==> src/rtl/rcvr_frame_ctrl.sv <==
// Drains 16-bit frames from the serial receiver via a two-beat ACK handshake and
// buffers them in a first-word-fall-through FIFO presented as a valid/ready stream.
module rcvr_frame_ctrl #(
    parameter int unsigned DEPTH = 4,
    parameter int unsigned AW    = 2,
    parameter int unsigned TMO   = 8
) (
    input  logic        sclk,
    input  logic        rst_n,
    input  logic        en,
    input  logic        ready,
    input  logic [7:0]  dout,
    output logic        ack,
    output logic        frame_valid,
    input  logic        frame_ready,
    output logic [15:0] frame_data,
    output logic [7:0]  frame_cnt,
    output logic        full,
    output logic        err
);

    localparam int unsigned TW = $clog2(TMO + 1);

    typedef enum logic [1:0] {StIdle, StAck1, StAck2, StWaitLo} state_e;

    state_e        state_q;
    logic [7:0]    hi_q;
    logic [TW-1:0] tmo_q;
    logic [15:0]   mem_q [DEPTH];
    logic [AW:0]   wr_ptr_q;
    logic [AW:0]   rd_ptr_q;
    logic          push;
    logic          pop;
    logic          empty;

    // Pointers carry one extra wrap bit so full and empty are distinguishable.
    assign empty       = (wr_ptr_q == rd_ptr_q);
    assign full        = (wr_ptr_q[AW] != rd_ptr_q[AW]) &&
                         (wr_ptr_q[AW-1:0] == rd_ptr_q[AW-1:0]);
    assign frame_valid = !empty;
    assign frame_data  = empty ? 16'h0000 : mem_q[rd_ptr_q[AW-1:0]];
    assign push        = (state_q == StAck2);
    assign pop         = frame_valid && frame_ready;

    always_ff @(posedge sclk or negedge rst_n) begin
        if (!rst_n) begin
            state_q   <= StIdle;
            ack       <= 1'b0;
            hi_q      <= 8'h00;
            tmo_q     <= '0;
            frame_cnt <= 8'h00;
            err       <= 1'b0;
        end else begin
            case (state_q)
                StIdle: begin
                    if (ready && en && !full) begin
                        state_q <= StAck1;
                        ack     <= 1'b1;
                    end else begin
                        ack <= 1'b0;
                    end
                end
                StAck1: begin
                    hi_q    <= dout;
                    state_q <= StAck2;
                end
                StAck2: begin
                    frame_cnt <= frame_cnt + 8'd1;
                    ack       <= 1'b0;
                    tmo_q     <= '0;
                    state_q   <= StWaitLo;
                end
                StWaitLo: begin
                    // Never re-drain until READY has been seen low or the timeout fires.
                    if (!ready) begin
                        state_q <= StIdle;
                    end else if (tmo_q == TW'(TMO - 1)) begin
                        err     <= 1'b1;
                        state_q <= StIdle;
                    end else begin
                        tmo_q <= tmo_q + TW'(1);
                    end
                end
                default: begin
                    state_q <= StIdle;
                    ack     <= 1'b0;
                end
            endcase
        end
    end

    always_ff @(posedge sclk or negedge rst_n) begin
        if (!rst_n) begin
            wr_ptr_q <= '0;
            rd_ptr_q <= '0;
        end else begin
            if (push) wr_ptr_q <= wr_ptr_q + (AW + 1)'(1);
            if (pop)  rd_ptr_q <= rd_ptr_q + (AW + 1)'(1);
        end
    end

    // Low byte is taken straight from DOUT in the ACK2 cycle.
    always_ff @(posedge sclk) begin
        if (push) mem_q[wr_ptr_q[AW-1:0]] <= {hi_q, dout};
    end

endmodule

==> config.mk <==
export PLATFORM = sky130hd
export DESIGN_NAME = rcvr_frame_ctrl
export DESIGN_NICKNAME = d
export VERILOG_FILES = /design/src/rtl/rcvr_frame_ctrl.sv
export SDC_FILE = /design/constraint.sdc
export NUM_CORES = 1
export LEC_CHECK = 0
export ABC_AREA = 1
export CAP_MARGIN = 10
export CORE_UTILIZATION = 40
export DETAILED_ROUTE_END_ITERATION = 10
export DONT_BUFFER_PORTS = 1
export HOLD_SLACK_MARGIN = 0.1
export SLEW_MARGIN = 10
export SYNTH_ARGS = -nofsm -noshare
export SYNTH_HDL_FRONTEND = slang
export SYNTH_SLANG_ARGS = --single-unit
export TNS_END_PERCENT = 1
==> constraint.sdc <==
create_clock -name sclk -period 4.74 [get_ports sclk]
set_clock_uncertainty 0.1 [all_clocks]
set_input_delay 0.711 -clock sclk [delete_from_list [all_inputs] [get_ports sclk]]
set_output_delay 0.711 -clock sclk [all_outputs]
set_load 0.005 [all_outputs]
==> flow_summary.toml, run 1 <==
[clock_tree]
htreeDepth = 3
tritoncts = "built"
max-clock-path-buffers = 2
cts-root-buf = "clkbuf_8"
cts_resized = 0
clock_latency_ns = 0.36
cts_made_buffers = 9
clock-sinks = 94
path_clk_slew_ns = 0.09

[critical_path]
worstSetupPathType = "register to output pin"
cp_max_fo = 20
start_kind = "register"
critical_path_arrival_ns = 2.07
crit_required_ns = 3.93
end_kind = "output pin"

[routing]
drt-initial-drc-count = 85
remaining_drc_errors = 0
first_pass_iters = 4
wl_per_cell_um = 15.4
drt-total-wl_um = 7400
antenna_left = 0
num_vias = 2370
vias_per_cell = 4.95

[die]
rows = 36
io_pins = 41
die_h_um = 102
initial_core_util_pct = 41.3
design.core.area_um2 = 9770
die_w_um = 102
die-area_um2 = 10500

[sta]
period_needed_ns = 2.88
hold_viol_final = 0
slew_headroom_pct = 49.8
finalSetupViolCount = 0
fin_crit_sh_pct = 60.7
finalSetupTns_ns = 0
rsz0062_at_grt = "false"
slew_viol_final = 0
tightest_slew_ns = 0.753
max_freq_mhz = 348

[power]
comb_power_share_pct = 33.9
switching_share_pct = 38.6
ir_drop_v = 0.000293
finalPower_mw = 2.77
p_int_mw = 1.70
p_leak_nw = 1.80
power.density_nw_per_um2 = 637
seqPwrFrac_pct = 47.1
p_clk_share_pct = 19.0
switching_power_mw = 1.07

[placed_design]
hpwl_um = 4580
place_congestion = 0.718
placed_cells = 461
portBuffers = 0
place_area_um2 = 4130

[grt]
antenna_found_initial = 0
grt_overflow_total = 0
grt_max_degree = 35
grt.total_usage_pct = 15.6
grt_pass1_vias = 2382
grt_pass1_wl_um = 11900

[cells_and_area]
final_cell_area_um2 = 4360
final_cell_mix = "edfxtp_1 (64), nand2_1 (50), inv_1 (36)"
final_common_cell = "edfxtp_1"
drive_above_1_share_pct = 11.3
stdcell_count = 479
nets = 366
antenna_cells = 0
areaGrowthSynthToFinish_pct = 7.90

[yosys]
synth_ff_type = "edfxtp_1"
synth_edf_count = 64
syn-cell-area_um2 = 4040
synth_area_leaders = "edfxtp_1 (48%), dfrtp_1 (19%), nand2_1 (4.6%)"
synth_top_area_share_pct = 47.6
synth_fp_nets = 365
ys_seq_elements = 94
synth_cell_types = 30
yosysSeqAreaShare_pct = 66.2
avgSynthCellArea_um2 = 11.9
netlist_instances = 340
yosysTopAreaCell = "edfxtp_1"
async_flop_share_pct = 31.9
yosysWarnings = 0

[status]
status = "finished, final reports clean"

[job]
drv_cap = 0

[hold_path]
hp-class = "primary input to register"
## flip-flops by register name, summed over array words and instances, names as in the netlist
register and cells:
ack 1, err 1, frame_cnt 8, hi_q 8, mem_q 64, rd_ptr_q 3, state_q 2, tmo_q 4
wr_ptr_q 3
## final timing paths
path	slack, ns	start	cells after the start	endpoint
worst min register to register	0.40	frame_cnt[7]	1	frame_cnt[7]
max in group asynchronous	3.68	rst_n	2	wr_ptr_q[1]
min in group asynchronous	0.68	rst_n	2	err
worst min-delay path	0.34	dout[5]	0	mem_q[2][5]
worst max-delay path	1.86	rd_ptr_q[1]	5	frame_data[0]
worst max register to register	2.53	state_q[0]	4	mem_q[3][0]
## Yosys cell counts, types with 5 or more instances
cell       n
ha_1      12
mux2_2     8
nand3_1    8
o21ai_1    5
dfrtp_1   30
edfxtp_1  64
o21ai_0   32
nand2_1   50
inv_1     36
o22ai_1   16
buf_2      6
xor2_1     7
nor2_1    35
## per-stage QoR
stage / util [%] / setup WS (ns) / hold slack (ns)
finish: 44.6 / 1.86 / 0.339
global route: 44.6 / 1.73 / 0.300
CTS: 44.6 / 1.83 / 0.318
detailed placement: 42.3 / 2.24 / 0.316
global placement: 42.3 / 2.30 / 0.317
floorplan: - / 2.81 / 0.315
## worst max-delay path, cell delays in order (launching register included)
cell and delay [ns]:
dfrtp_1 0.84, nand2_1 0.15, nand2_2 0.14, nand4_4 0.31, nand2_1 0.20, inv_1 0.07
## kinds of logic after synthesis
family                   Yosys count  synth area share (%)
multiplexers                       8                  2.23
flip-flops                        94                  66.2
adder cells (fa/ha/maj)           12                  3.72
AO/OA/AOI/OAI                     56                  7.50
buffers and inverters             52                  5.89
AND/OR/NAND/NOR                  106                  11.7
XOR/XNOR                          12                  2.79
## per-layer routing
layer	track usage, %	share of wire (%)	up-vias
met5	0	0	-
met4	5.27	1.2	0
met3	5.34	5.9	9
met2	26.4	49	64
met1	18.4	44	1152
li1	-	-	1145
## cell type report
type | count | area [µm²]
Fill cell | 915 | 5420
Inverter | 39 | 156
Tap cell | 133 | 166
Sequential cell | 94 | 2670
Clock buffer | 10 | 128
Clock inverter | 6 | 68.8
Multi-Input combinational cell | 194 | 1130
Timing Repair Buffer | 3 | 37.5
## power groups by stage
stage	clock (mW)	sequential [mW]	combinational, mW
6_report	0.528	1.31	0.940
4_1_cts	0.543	1.31	0.957
5_1_grt	0.575	1.34	1.09
2_1_floorplan	0	1.26	0.802
3_5_place_dp	0	1.33	0.944
3_3_place_gp	0	1.31	0.922
## timing repair
item | CTS | global route
buffers inserted | 0 | 0
endpoints found under the hold margin | 30 | 0
hold buffers | 2 | 0
Note: power is estimated with default switching activity, not from simulation.
==> inputs of run 2 (changes only) <==
==> constraint.sdc (replaced) <==
create_clock -name sclk -period 2.9 [get_ports sclk]
set_clock_uncertainty 0.1 [all_clocks]
set_input_delay 0.435 -clock sclk [delete_from_list [all_inputs] [get_ports sclk]]
set_output_delay 0.435 -clock sclk [all_outputs]
set_load 0.005 [all_outputs]
==> run 2 against run 1 <==
  * Critical endpoint unchanged
  * Largest cell class unchanged
  * Sequential power is 63% higher
  * Largest power group unchanged
  * Die area unchanged
  * Final cell count increased by 2.5%
==> flow_summary.toml, run 2 (synthesis results as in run 1) <==
[cells_and_area]
final_cell_mix = "edfxtp_1 (64), nand2_1 (50), inv_1 (36)"
final_common_cell = "edfxtp_1"
largest_reg_flops = 64
fillers = 923
nets = 378
final_cell_area_um2 = 4470
drive_above_1_share_pct = 11.7
areaGrowthSynthToFinish_pct = 10.6
antenna_cells = 0
fin_util_pct = 45.7

[sta]
rsz0062_at_grt = "false"
slew_headroom_pct = 50.7
max_freq_mhz = 386
finalSetupViolCount = 0
finalSetupTns_ns = 0
holdWs_ns = 0.123
hold_viol_final = 0
fin_ws_ns = 0.313
period_needed_ns = 2.59
tightest_slew_ns = 0.740
fin_crit_sh_pct = 89.2
slew_viol_final = 0

[hold_path]
min_to = "rd_ptr_q[1]"
min_path_cells = 2
hp-start = "frame_ready"
hp-class = "primary input to register"

[die]
design.core.area_um2 = 9770
rows = 36
die_h_um = 102
io_pins = 41
die_w_um = 102
die-area_um2 = 10500
initial_core_util_pct = 41.3

[clock_tree]
clock-sinks = 94
cts_made_buffers = 9
clock_latency_ns = 0.35
htreeDepth = 3
tritoncts = "built"
max-clock-path-buffers = 2
cts-root-buf = "clkbuf_8"
cts_setup_buffers = 0
path_clk_slew_ns = 0.08

[critical_path]
cp_max_fo = 20
cpMaxStageDelayCell = "dfrtp_1"
critical_path_arrival_ns = 2.05
end_kind = "output pin"
r2r_setup_slack_ns = 0.79
start_kind = "register"
r2r-start = "state_q[0]"
path_common_cell = "nand2_2"
reg2reg_to = "mem_q[2][1]"
rr_worst_depth = 4
slowest_delay_ns = 0.67
crit_required_ns = 2.37
worstSetupPathType = "register to output pin"
path_cells = "inv_6 -> nand2_2 -> nand2_2 -> nand4_4 -> nand2_1 -> inv_1"

[placed_design]
hpwl_um = 4620
place_area_um2 = 4150
dpl_worst_slack_ns = 0.671
portBuffers = 0
place_congestion = 0.758

[status]
status = "finished, final reports clean"

[routing]
drt-total-wl_um = 7540
vias_per_cell = 4.89
num_vias = 2400
remaining_drc_errors = 0
wl_per_cell_um = 15.4
antenna_left = 0
first_pass_iters = 4
drt-initial-drc-count = 98

[power]
ir_drop_v = 0.000377
power.density_nw_per_um2 = 1010
p_leak_nw = 1.85

[grt]
grt_overflow_total = 0
grt_pass1_wl_um = 11900
grt_pass1_vias = 2389
antenna_found_initial = 0
grt.total_usage_pct = 15.7
grt_max_degree = 35

[job]
drv_cap = 0
[run 2: what timing repair did]
action | 4_1_cts | 5_1_grt
hold endpoints to repair | 62 | 1
resized for setup | 0 | 0
hold buffers | 10 | 1
[run 2: power by group]
part / switching [mW] / leakage (nW) / internal [mW]
clock: 0.437 / 0.0923 / 0.397
sequential: 0.272 / 0.956 / 1.86
combinational: 1.02 / 0.799 / 0.541
total: 1.73 / 1.85 / 2.80
[run 2: metrics by stage]
step	power, mW	instances
6_report	4.53	491
5_1_grt	4.90	491
4_1_cts	4.60	490
3_5_place_dp	3.73	464
3_3_place_gp	3.67	464
2_1_floorplan	3.36	340
[run 2: how the worst max path moves through the flow]
stage	startpoint	to	slack [ns]	cells past startpoint
after global placement	rd_ptr_q[1]	frame_data[0]	0.72	6
after global routing	rd_ptr_q[1]	frame_data[0]	0.17	6
final	rd_ptr_q[1]	frame_data[0]	0.31	6
after floorplan	state_q[0]	mem_q[3][0]	1.12	5
after CTS	rd_ptr_q[1]	frame_data[0]	0.27	6
after detailed placement	rd_ptr_q[1]	frame_data[0]	0.67	6
[run 2: per-layer routing]
metal	global-route usage (%)	up-vias	routed length, µm
met5	0	-	0
met4	5.71	0	127
met3	4.72	11	382
met2	27.0	52	3740
met1	18.5	1168	3290
li1	-	1169	-
[run 2: layout make-up]
| cell class | instances | area [µm²] | area share, % |
|---|---|---|---|
| clock buffers | 10 | 128 | 2.86 |
| multi-input cells | 194 | 1130 | 25.3 |
| flip-flops and latches | 94 | 2670 | 59.8 |
| clock inverters | 6 | 63.8 | 1.43 |
| inverters | 39 | 156 | 3.50 |
| repair buffers | 15 | 150 | 3.36 |
| well taps | 133 | 166 | 3.73 |
[run 2: worst max-delay path, delay by kind of cell (launching register included)]
kind,cells,cell delay [ns]
buf+inv,2,0.35
simple gates,4,0.68
flops,1,0.67
==> inputs of run 3 (changes only) <==
--- a/config.mk
+++ b/config.mk
@@ -8,6 +8,8 @@
 export ABC_AREA = 1
 export CAP_MARGIN = 10
 export CORE_UTILIZATION = 40
+export CTS_BUF_LIST = sky130_fd_sc_hd__clkbuf_16
+export CTS_CLUSTER_DIAMETER = 100
 export DETAILED_ROUTE_END_ITERATION = 10
 export DONT_BUFFER_PORTS = 1
 export HOLD_SLACK_MARGIN = 0.1
==> run 3 against run 2 <==
  * Worst setup slack improved by 0.040 ns
  * Combinational power about the same
  * Global-route usage about the same
  * Final area is 2.0% higher
  * Clock power increased by 37%
  * Worst hold slack better by 0.023 ns
  * Sequential power about the same
  * Final cell count decreased by 0.20%
  * Core utilization grew 0.93 points
  * Largest cell class unchanged
  * Critical endpoint unchanged
==> flow_summary.toml, run 3 (synthesis results as in run 1) <==
[cells_and_area]
nets = 377
final_common_cell = "edfxtp_1"
fillers = 907
drive_above_1_share_pct = 11.8
largest_reg_flops = 64
antenna_cells = 0
final_cell_mix = "edfxtp_1 (64), nand2_1 (50), inv_1 (37)"
areaGrowthSynthToFinish_pct = 12.8

[clock_tree]
max-clock-path-buffers = 2
cts-root-buf = "clkbuf_16"
clock_latency_ns = 0.33
path_clk_slew_ns = 0.06
cts_setup_buffers = 0
clock-sinks = 94
cts_resized = 0
cts_made_buffers = 9
htreeDepth = 3
tritoncts = "built"
hold_buffers = 10

[sta]
rsz0062_at_grt = "false"
holdWs_ns = 0.146
fin_ws_ns = 0.353
slew_headroom_pct = 51.8
fin_crit_sh_pct = 87.8
finalSetupViolCount = 0
period_needed_ns = 2.55
slew_viol_final = 0
max_freq_mhz = 393
tightest_slew_ns = 0.723
hold_viol_final = 0
finalSetupTns_ns = 0

[hold_path]
min_path_cells = 2
hp-class = "primary input to register"
hp-start = "frame_ready"
min_to = "rd_ptr_q[1]"

[critical_path]
worstSetupPathType = "register to output pin"
start_kind = "register"
cp_max_fo = 20
startpoint = "rd_ptr_q[1]"
rr_worst_depth = 4
critical_path_arrival_ns = 2.01
reg2reg_to = "mem_q[2][15]"
r2r_setup_slack_ns = 0.80
r2r-start = "state_q[0]"
end_kind = "output pin"
crit_required_ns = 2.37

[die]
initial_core_util_pct = 41.3
design.core.area_um2 = 9770
die_h_um = 102
die-area_um2 = 10500
io_pins = 41
rows = 36
die_w_um = 102

[placed_design]
hpwl_um = 4620
portBuffers = 0
place_congestion = 0.758
dpl_worst_slack_ns = 0.671

[power]
power.density_nw_per_um2 = 1060
finalPower_mw = 4.84
ir_drop_v = 0.000379
p_leak_nw = 1.89

[grt]
grt.total_usage_pct = 15.7
grt_pass1_vias = 2371
grt_overflow_total = 0
grt_pass1_wl_um = 11900
antenna_found_initial = 0
grt_max_degree = 35

[routing]
vias_per_cell = 4.91
wl_per_cell_um = 15.5
drt-total-wl_um = 7590
num_vias = 2404
first_pass_iters = 4
drt-initial-drc-count = 119
antenna_left = 0
remaining_drc_errors = 0

[job]
drv_cap = 0

[status]
status = "finished, final reports clean"
[run 3: changes by cell type in the layout (fill, tap and decap cells not counted), sizes merged]
cell         previous run  this run
clkbuf                 10         9
inv                    38        39
dlygate4sd3            10         9
[run 3: how the worst max path moves through the flow]
| stage | endpoint | slack (ns) | cells after the start |
|---|---|---|---|
| after floorplan | mem_q[3][0] | 1.12 | 5 |
| after global placement | frame_data[0] | 0.72 | 6 |
| after detailed placement | frame_data[0] | 0.67 | 6 |
| after CTS | frame_data[0] | 0.30 | 6 |
| after global routing | frame_data[0] | 0.21 | 6 |
| final | frame_data[0] | 0.35 | 6 |
[run 3: cell type report]
cell class	instances	area, µm²	area share (%)
repair buffers	14	140	3.08
clock buffers	9	225	4.94
clock inverters	7	67.6	1.48
inverters	39	156	3.43
well taps	133	166	3.65
multi-input cells	194	1130	24.8
flip-flops and latches	94	2670	58.6
[run 3: routing by layer]
| metal | vias to the layer above | track usage (%) | part of all wire, % |
|---|---|---|---|
| met2 | 49 | 27.1 | 50 |
| met1 | 1176 | 18.6 | 45 |
| met3 | 10 | 4.10 | 4.0 |
| li1 | 1169 | - | - |
| met5 | - | 0 | 0 |
| met4 | 0 | 6.37 | 1.4 |
[run 3: where the power goes]
group / internal [mW] / leakage, nW / total (mW) / switching, mW
Combinational: 0.539 / 0.795 / 1.56 / 1.02
Clock: 0.663 / 0.143 / 1.14 / 0.478
Sequential: 1.86 / 0.956 / 2.14 / 0.273
Total: 3.07 / 1.89 / 4.84 / 1.77
[run 3: per-stage QoR]
| stage | util [%] | instance area [µm²] | instances |
|---|---|---|---|
| floorplan | - | 4040 | 340 |
| global placement | 42.5 | 4150 | 464 |
| detailed placement | 42.5 | 4150 | 464 |
| CTS | 46.6 | 4560 | 490 |
| global route | 46.6 | 4560 | 490 |
| finish | 46.6 | 4560 | 490 |
[run 3: worst max-delay path, cell delays in order, from the launching register on]
cell and delay [ns]:
dfrtp_1 0.65, inv_6 0.27, nand2_2 0.07, nand2_2 0.09, nand4_4 0.30, nand2_1 0.21
inv_1 0.07
